--- src/rtl/nnet_vector_framer.sv ---
// rtl/nnet_vector_framer.sv - reframes RFNoC packets into fixed-size HLS vectors and back
// Input side pads/drops to SIZE_IN beats; output side cuts tlast-less HLS results into SIZE_OUT packets.
module nnet_vector_framer #(
  parameter int WIDTH            = 32,
  parameter int SIZE_W           = 16,
  parameter int TUSER_DEPTH_LOG2 = 3,
  parameter int SR_SIZE_INPUT    = 129,
  parameter int SR_SIZE_OUTPUT   = 130
) (
  input  logic              clk,
  input  logic              reset_n,
  input  logic              clear,
  input  logic              set_stb,
  input  logic [7:0]        set_addr,
  input  logic [31:0]       set_data,
  output logic [SIZE_W-1:0] pkt_size_in,
  output logic [SIZE_W-1:0] pkt_size_out,
  input  logic [WIDTH-1:0]  i_tdata,
  input  logic              i_tlast,
  input  logic              i_tvalid,
  output logic              i_tready,
  input  logic [127:0]      i_tuser,
  output logic [WIDTH-1:0]  o_tdata,
  output logic              o_tlast,
  output logic              o_tvalid,
  input  logic              o_tready,
  output logic [127:0]      o_tuser,
  output logic [WIDTH-1:0]  m_axis_tdata,
  output logic              m_axis_tlast,
  output logic              m_axis_tvalid,
  input  logic              m_axis_tready,
  input  logic [WIDTH-1:0]  s_axis_tdata,
  input  logic              s_axis_tvalid,
  output logic              s_axis_tready,
  output logic [15:0]       pad_count,
  output logic [15:0]       drop_count
);

  localparam int DEPTH = 1 << TUSER_DEPTH_LOG2;

  typedef enum logic [1:0] {IN_IDLE, IN_DATA, IN_PAD, IN_DROP} in_state_t;
  in_state_t in_state, in_state_nxt;

  logic [SIZE_W-1:0] size_in_reg, size_out_reg, size_in_act, size_out_act;
  logic [SIZE_W-1:0] size_in_use, size_out_use;
  logic [SIZE_W-1:0] in_cnt, in_cnt_nxt, out_cnt;
  logic [SIZE_W-1:0] set_val;
  logic              set_data_unused;
  logic [127:0]      tuser_hold;
  logic [127:0]      fifo_mem [DEPTH];
  logic [TUSER_DEPTH_LOG2:0] wr_ptr, rd_ptr;
  logic              fifo_full, fifo_empty, push, pop;
  logic              in_last, pad_inc, drop_inc, o_xfer;

  assign set_val         = (set_data[SIZE_W-1:0] == '0) ? SIZE_W'(1) : set_data[SIZE_W-1:0];
  assign set_data_unused = ^set_data[31:SIZE_W];

  // At count 0 the register value is live, so a write lands on the next vector only.
  assign size_in_use  = (in_cnt == '0) ? size_in_reg : size_in_act;
  assign size_out_use = (out_cnt == '0) ? size_out_reg : size_out_act;
  assign pkt_size_in  = size_in_use;
  assign pkt_size_out = size_out_use;

  always_ff @(posedge clk) begin
    if (!reset_n) begin
      size_in_reg  <= SIZE_W'(1);
      size_out_reg <= SIZE_W'(1);
      size_in_act  <= SIZE_W'(1);
      size_out_act <= SIZE_W'(1);
    end else begin
      if (set_stb && set_addr == 8'(SR_SIZE_INPUT))  size_in_reg  <= set_val;
      if (set_stb && set_addr == 8'(SR_SIZE_OUTPUT)) size_out_reg <= set_val;
      if (in_cnt == '0)  size_in_act  <= size_in_reg;
      if (out_cnt == '0) size_out_act <= size_out_reg;
    end
  end

  assign in_last = (in_cnt == size_in_use - SIZE_W'(1));

  always_comb begin
    in_state_nxt  = in_state;
    in_cnt_nxt    = in_cnt;
    i_tready      = 1'b0;
    m_axis_tvalid = 1'b0;
    m_axis_tdata  = '0;
    m_axis_tlast  = 1'b0;
    push          = 1'b0;
    pad_inc       = 1'b0;
    drop_inc      = 1'b0;
    case (in_state)
      IN_IDLE: begin
        if (i_tvalid && !fifo_full) in_state_nxt = IN_DATA;
      end
      IN_DATA: begin
        m_axis_tvalid = i_tvalid;
        m_axis_tdata  = i_tdata;
        m_axis_tlast  = in_last;
        i_tready      = m_axis_tready;
        if (i_tvalid && m_axis_tready) begin
          if (in_last) begin
            push         = 1'b1;
            in_cnt_nxt   = '0;
            in_state_nxt = i_tlast ? IN_IDLE : IN_DROP;
          end else begin
            in_cnt_nxt = in_cnt + SIZE_W'(1);
            if (i_tlast) in_state_nxt = IN_PAD;
          end
        end
      end
      IN_PAD: begin
        m_axis_tvalid = 1'b1;
        m_axis_tlast  = in_last;
        if (m_axis_tready) begin
          pad_inc = 1'b1;
          if (in_last) begin
            push         = 1'b1;
            in_cnt_nxt   = '0;
            in_state_nxt = IN_IDLE;
          end else begin
            in_cnt_nxt = in_cnt + SIZE_W'(1);
          end
        end
      end
      IN_DROP: begin
        i_tready = 1'b1;
        if (i_tvalid) begin
          drop_inc = 1'b1;
          if (i_tlast) in_state_nxt = IN_IDLE;
        end
      end
      default: in_state_nxt = IN_IDLE;
    endcase
  end

  always_ff @(posedge clk) begin
    if (!reset_n || clear) begin
      in_state   <= IN_IDLE;
      in_cnt     <= '0;
      tuser_hold <= '0;
      pad_count  <= '0;
      drop_count <= '0;
    end else begin
      in_state <= in_state_nxt;
      in_cnt   <= in_cnt_nxt;
      if (in_state == IN_IDLE && i_tvalid && !fifo_full) tuser_hold <= i_tuser;
      if (pad_inc && pad_count != 16'hFFFF)   pad_count  <= pad_count + 16'd1;
      if (drop_inc && drop_count != 16'hFFFF) drop_count <= drop_count + 16'd1;
    end
  end

  // Output path is purely combinational apart from the beat counter and tuser FIFO.
  assign fifo_empty    = (wr_ptr == rd_ptr);
  assign fifo_full     = (wr_ptr[TUSER_DEPTH_LOG2] != rd_ptr[TUSER_DEPTH_LOG2]) &&
                         (wr_ptr[TUSER_DEPTH_LOG2-1:0] == rd_ptr[TUSER_DEPTH_LOG2-1:0]);
  assign s_axis_tready = o_tready && !fifo_empty;
  assign o_tvalid      = s_axis_tvalid && !fifo_empty;
  assign o_tdata       = s_axis_tdata;
  assign o_tuser       = fifo_empty ? '0 : fifo_mem[rd_ptr[TUSER_DEPTH_LOG2-1:0]];
  assign o_tlast       = (out_cnt == size_out_use - SIZE_W'(1));
  assign o_xfer        = o_tvalid && o_tready;
  assign pop           = o_xfer && o_tlast;

  always_ff @(posedge clk) begin
    if (push) fifo_mem[wr_ptr[TUSER_DEPTH_LOG2-1:0]] <= tuser_hold;
  end

  always_ff @(posedge clk) begin
    if (!reset_n || clear) begin
      wr_ptr  <= '0;
      rd_ptr  <= '0;
      out_cnt <= '0;
    end else begin
      if (push) wr_ptr <= wr_ptr + 1'b1;
      if (pop)  rd_ptr <= rd_ptr + 1'b1;
      if (o_xfer) out_cnt <= o_tlast ? '0 : out_cnt + SIZE_W'(1);
    end
  end

endmodule

--- config.mk ---
export PLATFORM = sky130hd
export DESIGN_NAME = nnet_vector_framer
export DESIGN_NICKNAME = d
export VERILOG_FILES = /design/src/rtl/nnet_vector_framer.sv
export SDC_FILE = /design/constraint.sdc
export NUM_CORES = 1
export LEC_CHECK = 0
export CAP_MARGIN = 10
export CORE_MARGIN = 3
export CORE_UTILIZATION = 60
export CTS_BUF_LIST = sky130_fd_sc_hd__clkbuf_16
export DETAILED_ROUTE_END_ITERATION = 8
export PLACE_DENSITY = 0.9
export REMOVE_ABC_BUFFERS = 1
export SYNTH_ARGS = -nofsm -noshare
export SYNTH_HDL_FRONTEND = slang
export SYNTH_SLANG_ARGS = --single-unit
export TNS_END_PERCENT = 10
--- constraint.sdc ---
create_clock -name clk -period 30.9 [get_ports clk]
set_input_delay 6.18 -clock clk [delete_from_list [all_inputs] [get_ports clk]]
set_output_delay 6.18 -clock clk [all_outputs]
set_load 0.03 [all_outputs]
==> summary.md <==
| Metric | Value |
|---|---|
| Status | `complete, no violations` |
| Final hold vios | `0` |
| Minimum clock period | `14.11 ns` |
| TritonCTS clock tree | `yes` |
| Post-synth ARST share | `0` |
| Total Wirelength | `133000 µm` |
| Die area | `89600 µm²` |
| Root Buffer | `clkbuf_16` |
| Largest net degree at the start of global routing | `78` |
| PD cells | `57.0 nW/µm²` |
| CTS max path bufs | `3` |
| Post-synthesis sequential area ratio | `0.700` |
| Fraction of layout cells with a size suffix above 1 | `0.138` |
| I/O pins | `503` |
| Setup TNS | `0 ns` |
| Via density per instance | `6.36` |
| Post-Route Skew | `0.0890 ns` |
| Crit start category | `primary input` |
| Max reg flops | `1024` |
| Worst slew pin tran | `1.16 ns` |
| Most used DFF post-synth | `edfxtp_1` |
| Final setup violation count | `0` |
| Crit path launch | `i_tvalid` |
| # resized after CTS | `0` |
| Post-CTS setup buffer count | `0` |
| Fmax | `70.9 MHz` |
| Initial Util | `0.611` |
| Skew-Pair Late Insertion Delay | `0.70 ns` |
| Unrepaired setup endpoints after global routing | `false` |
| Die Span X | `299 µm` |
| Worst path required time | `24.72 ns` |
| CP Data Arrival Time | `7.93 ns` |
| Cell count after synthesis | `3237` |
| Antenna violations before repair | `2` |
| Worst hold start | `rd_ptr[3]` |
| Max-slew headroom | `0.226` |
| Gr ovfl total | `0` |
| Peak supply drop | `0.0504 mV` |
| Fin util | `0.717` |
| Area delta synth->final | `17.3%` |
| Residual DRC | `0` |
| CTS hold repair buffers | `0` |
| Nets | `3863` |
| CTS sink cnt | `1293` |
| Worst-path clk slew | `0.06 ns` |
| Antenna diodes | `0` |
| Cell Area, Synth | `51700 µm²` |
| Final RePlAce weighted congestion | `0.889` |
| PortBufs | `422` |
| Number of synthesis warnings | `0` |
| Total core area | `84500 µm²` |
| First-pass DRT Iterations | `6` |
| Hold Crit Class | `reg2reg` |
| DR iter-0 viols | `3601` |
| Rows | `106` |
| Sequential cell area | `36100 µm²` |
| Most common cell after layout, fill and taps aside | `edfxtp_1` |
| Synth Register Bits | `1293` |
| Vias | `30800` |
| Slew Limit Fails | `0` |
| Wirelength per Cell | `27.3 µm` |
| GRT Resource Usage Total | `0.295` |
| P_leak | `19.5 nW` |
| CP Class | `in2out` |
| Mean Syn Cell Area | `16.0 µm²` |
| Most frequent cells in the layout | `edfxtp_1 (1024), clkdlybuf4s50_1 (422), nand2_1 (340)` |
| Crit. End Element | `output pin` |
| R2r startpoint | `in_cnt[0]` |
| Area occupied by multi-input gates | `14500 µm²` |
| Vias in the first global route | `32200` |
| First-pass GRT wire length | `200000 µm` |
| EDFF count, synth | `1024` |
| CP Max Fanout | `6` |
| Die Ht | `299 µm` |
| Fillers | `4838` |
| Post-route ant nets | `0` |
| # H-tree levels | `3` |
| Yosys cell types | `72` |
| Post-route clock period utilization | `0.457` |
| Max-Cap Viols | `0` |
| DP HPWL | `72100 µm` |
| CTS buffer count | `119` |
==> worst paths after layout <==
path | endpoint | slack, ns | depth (start not counted)
min reg2reg | rd_ptr[3] | 0.49 | 2
max | m_axis_tvalid | 16.79 | 4
min | rd_ptr[3] | 0.49 | 2
max reg2reg | fifo_mem[0][90] | 23.00 | 16
==> stage by stage <==
stage	power, mW	instance area, µm²	cells	setup slack [ns]	hold WS (ns)
after floorplan	1.98	50700	3020	10.08	0.453
after global placement	2.04	56700	4620	16.85	0.479
after detailed placement	2.04	56700	4620	16.81	0.485
after CTS	3.47	60600	4846	16.80	0.493
after global routing	3.54	60600	4847	16.76	0.518
final	3.45	60600	4847	16.79	0.494
==> cells in the mapped netlist (4+ instances only) <==
library cell / number / share of area
mux2_2: 5 / 0.0011
dfxtp_1: 269 / 0.10
nand2_1: 341 / 0.025
buf_2: 12 / 0.0012
a211oi_1: 8 / 0.0012
clkbuf_1: 120 / 0.0087
inv_1: 37 / 0.0027
a311oi_1: 5 / 0.00085
o211ai_1: 5 / 0.00073
a21o_1: 4 / 0.00058
and4_1: 9 / 0.0015
buf_4: 34 / 0.0049
nor3_1: 32 / 0.0031
mux2i_1: 183 / 0.035
and3_1: 18 / 0.0022
buf_6: 4 / 0.00087
a21oi_1: 148 / 0.014
buf_1: 47 / 0.0034
nand4_1: 30 / 0.0036
or3_1: 14 / 0.0017
nor3b_1: 4 / 0.00058
edfxtp_1: 1024 / 0.60
nand3b_1: 4 / 0.00058
or4_1: 4 / 0.00058
nand3_1: 32 / 0.0031
nor4_1: 25 / 0.0030
xnor2_1: 52 / 0.0088
a41oi_1: 4 / 0.00068
ha_1: 14 / 0.0034
nand2b_1: 7 / 0.00085
xor2_1: 48 / 0.0081
and2_1: 58 / 0.0070
mux4_2: 257 / 0.11
nor4b_1: 6 / 0.0010
nor2_1: 232 / 0.017
o21ai_0: 22 / 0.0021
a31oi_1: 9 / 0.0011
nand4b_1: 7 / 0.0012
nor2b_1: 52 / 0.0063
==> layout make-up <==
type / count / share of cell area
inverter: 37 / 0.00229
clock buffer: 119 / 0.0491
timing repair buffer: 467 / 0.0753
multi-input combinational: 1690 / 0.239
sequential: 1293 / 0.597
clock inverter: 107 / 0.0146
tap: 1134 / 0.0234
==> cell families (layout without fill, tap and decap cells) <==
logic type | count (synthesis) | after routing | synth area share
AOI/OAI and AO/OA | 235 | 235 | 0.0265
xor gates and xnor gates | 100 | 100 | 0.0170
adders and majority gates | 14 | 14 | 0.00339
buffers and inverters | 254 | 730 | 0.0218
DFF | 1293 | 1293 | 0.700
muxes | 448 | 448 | 0.149
and+or+nand+nor | 893 | 893 | 0.0824
==> per-layer routing <==
metal / wire length (µm) / GRT usage / share of wire / vias to the layer above
li1: - / - / - / 13000
met1: 47200 / 0.380 / 0.36 / 15500
met2: 67800 / 0.503 / 0.51 / 1990
met3: 13700 / 0.0663 / 0.10 / 290
met4: 3860 / 0.0947 / 0.029 / 2
met5: 18 / 0.00162 / 0.00014 / -
==> where the power goes <==
group / total (mW) / internal [mW] / leakage (nW) / switching [mW]
clock network: 1.44 / 0.783 / 1.99 / 0.660
logic: 0.114 / 0.0468 / 5.97 / 0.0672
registers: 1.90 / 1.88 / 11.5 / 0.0167
total: 3.45 / 2.71 / 19.5 / 0.744
==> critical path, cell delays in order <==
cell	delay, ns
clkdlybuf4s50_1	0.74
and2_1	0.21
o21a_1	0.11
clkdlybuf4s50_1	0.68
No activity file was read; power rests on OpenSTA's default activity.
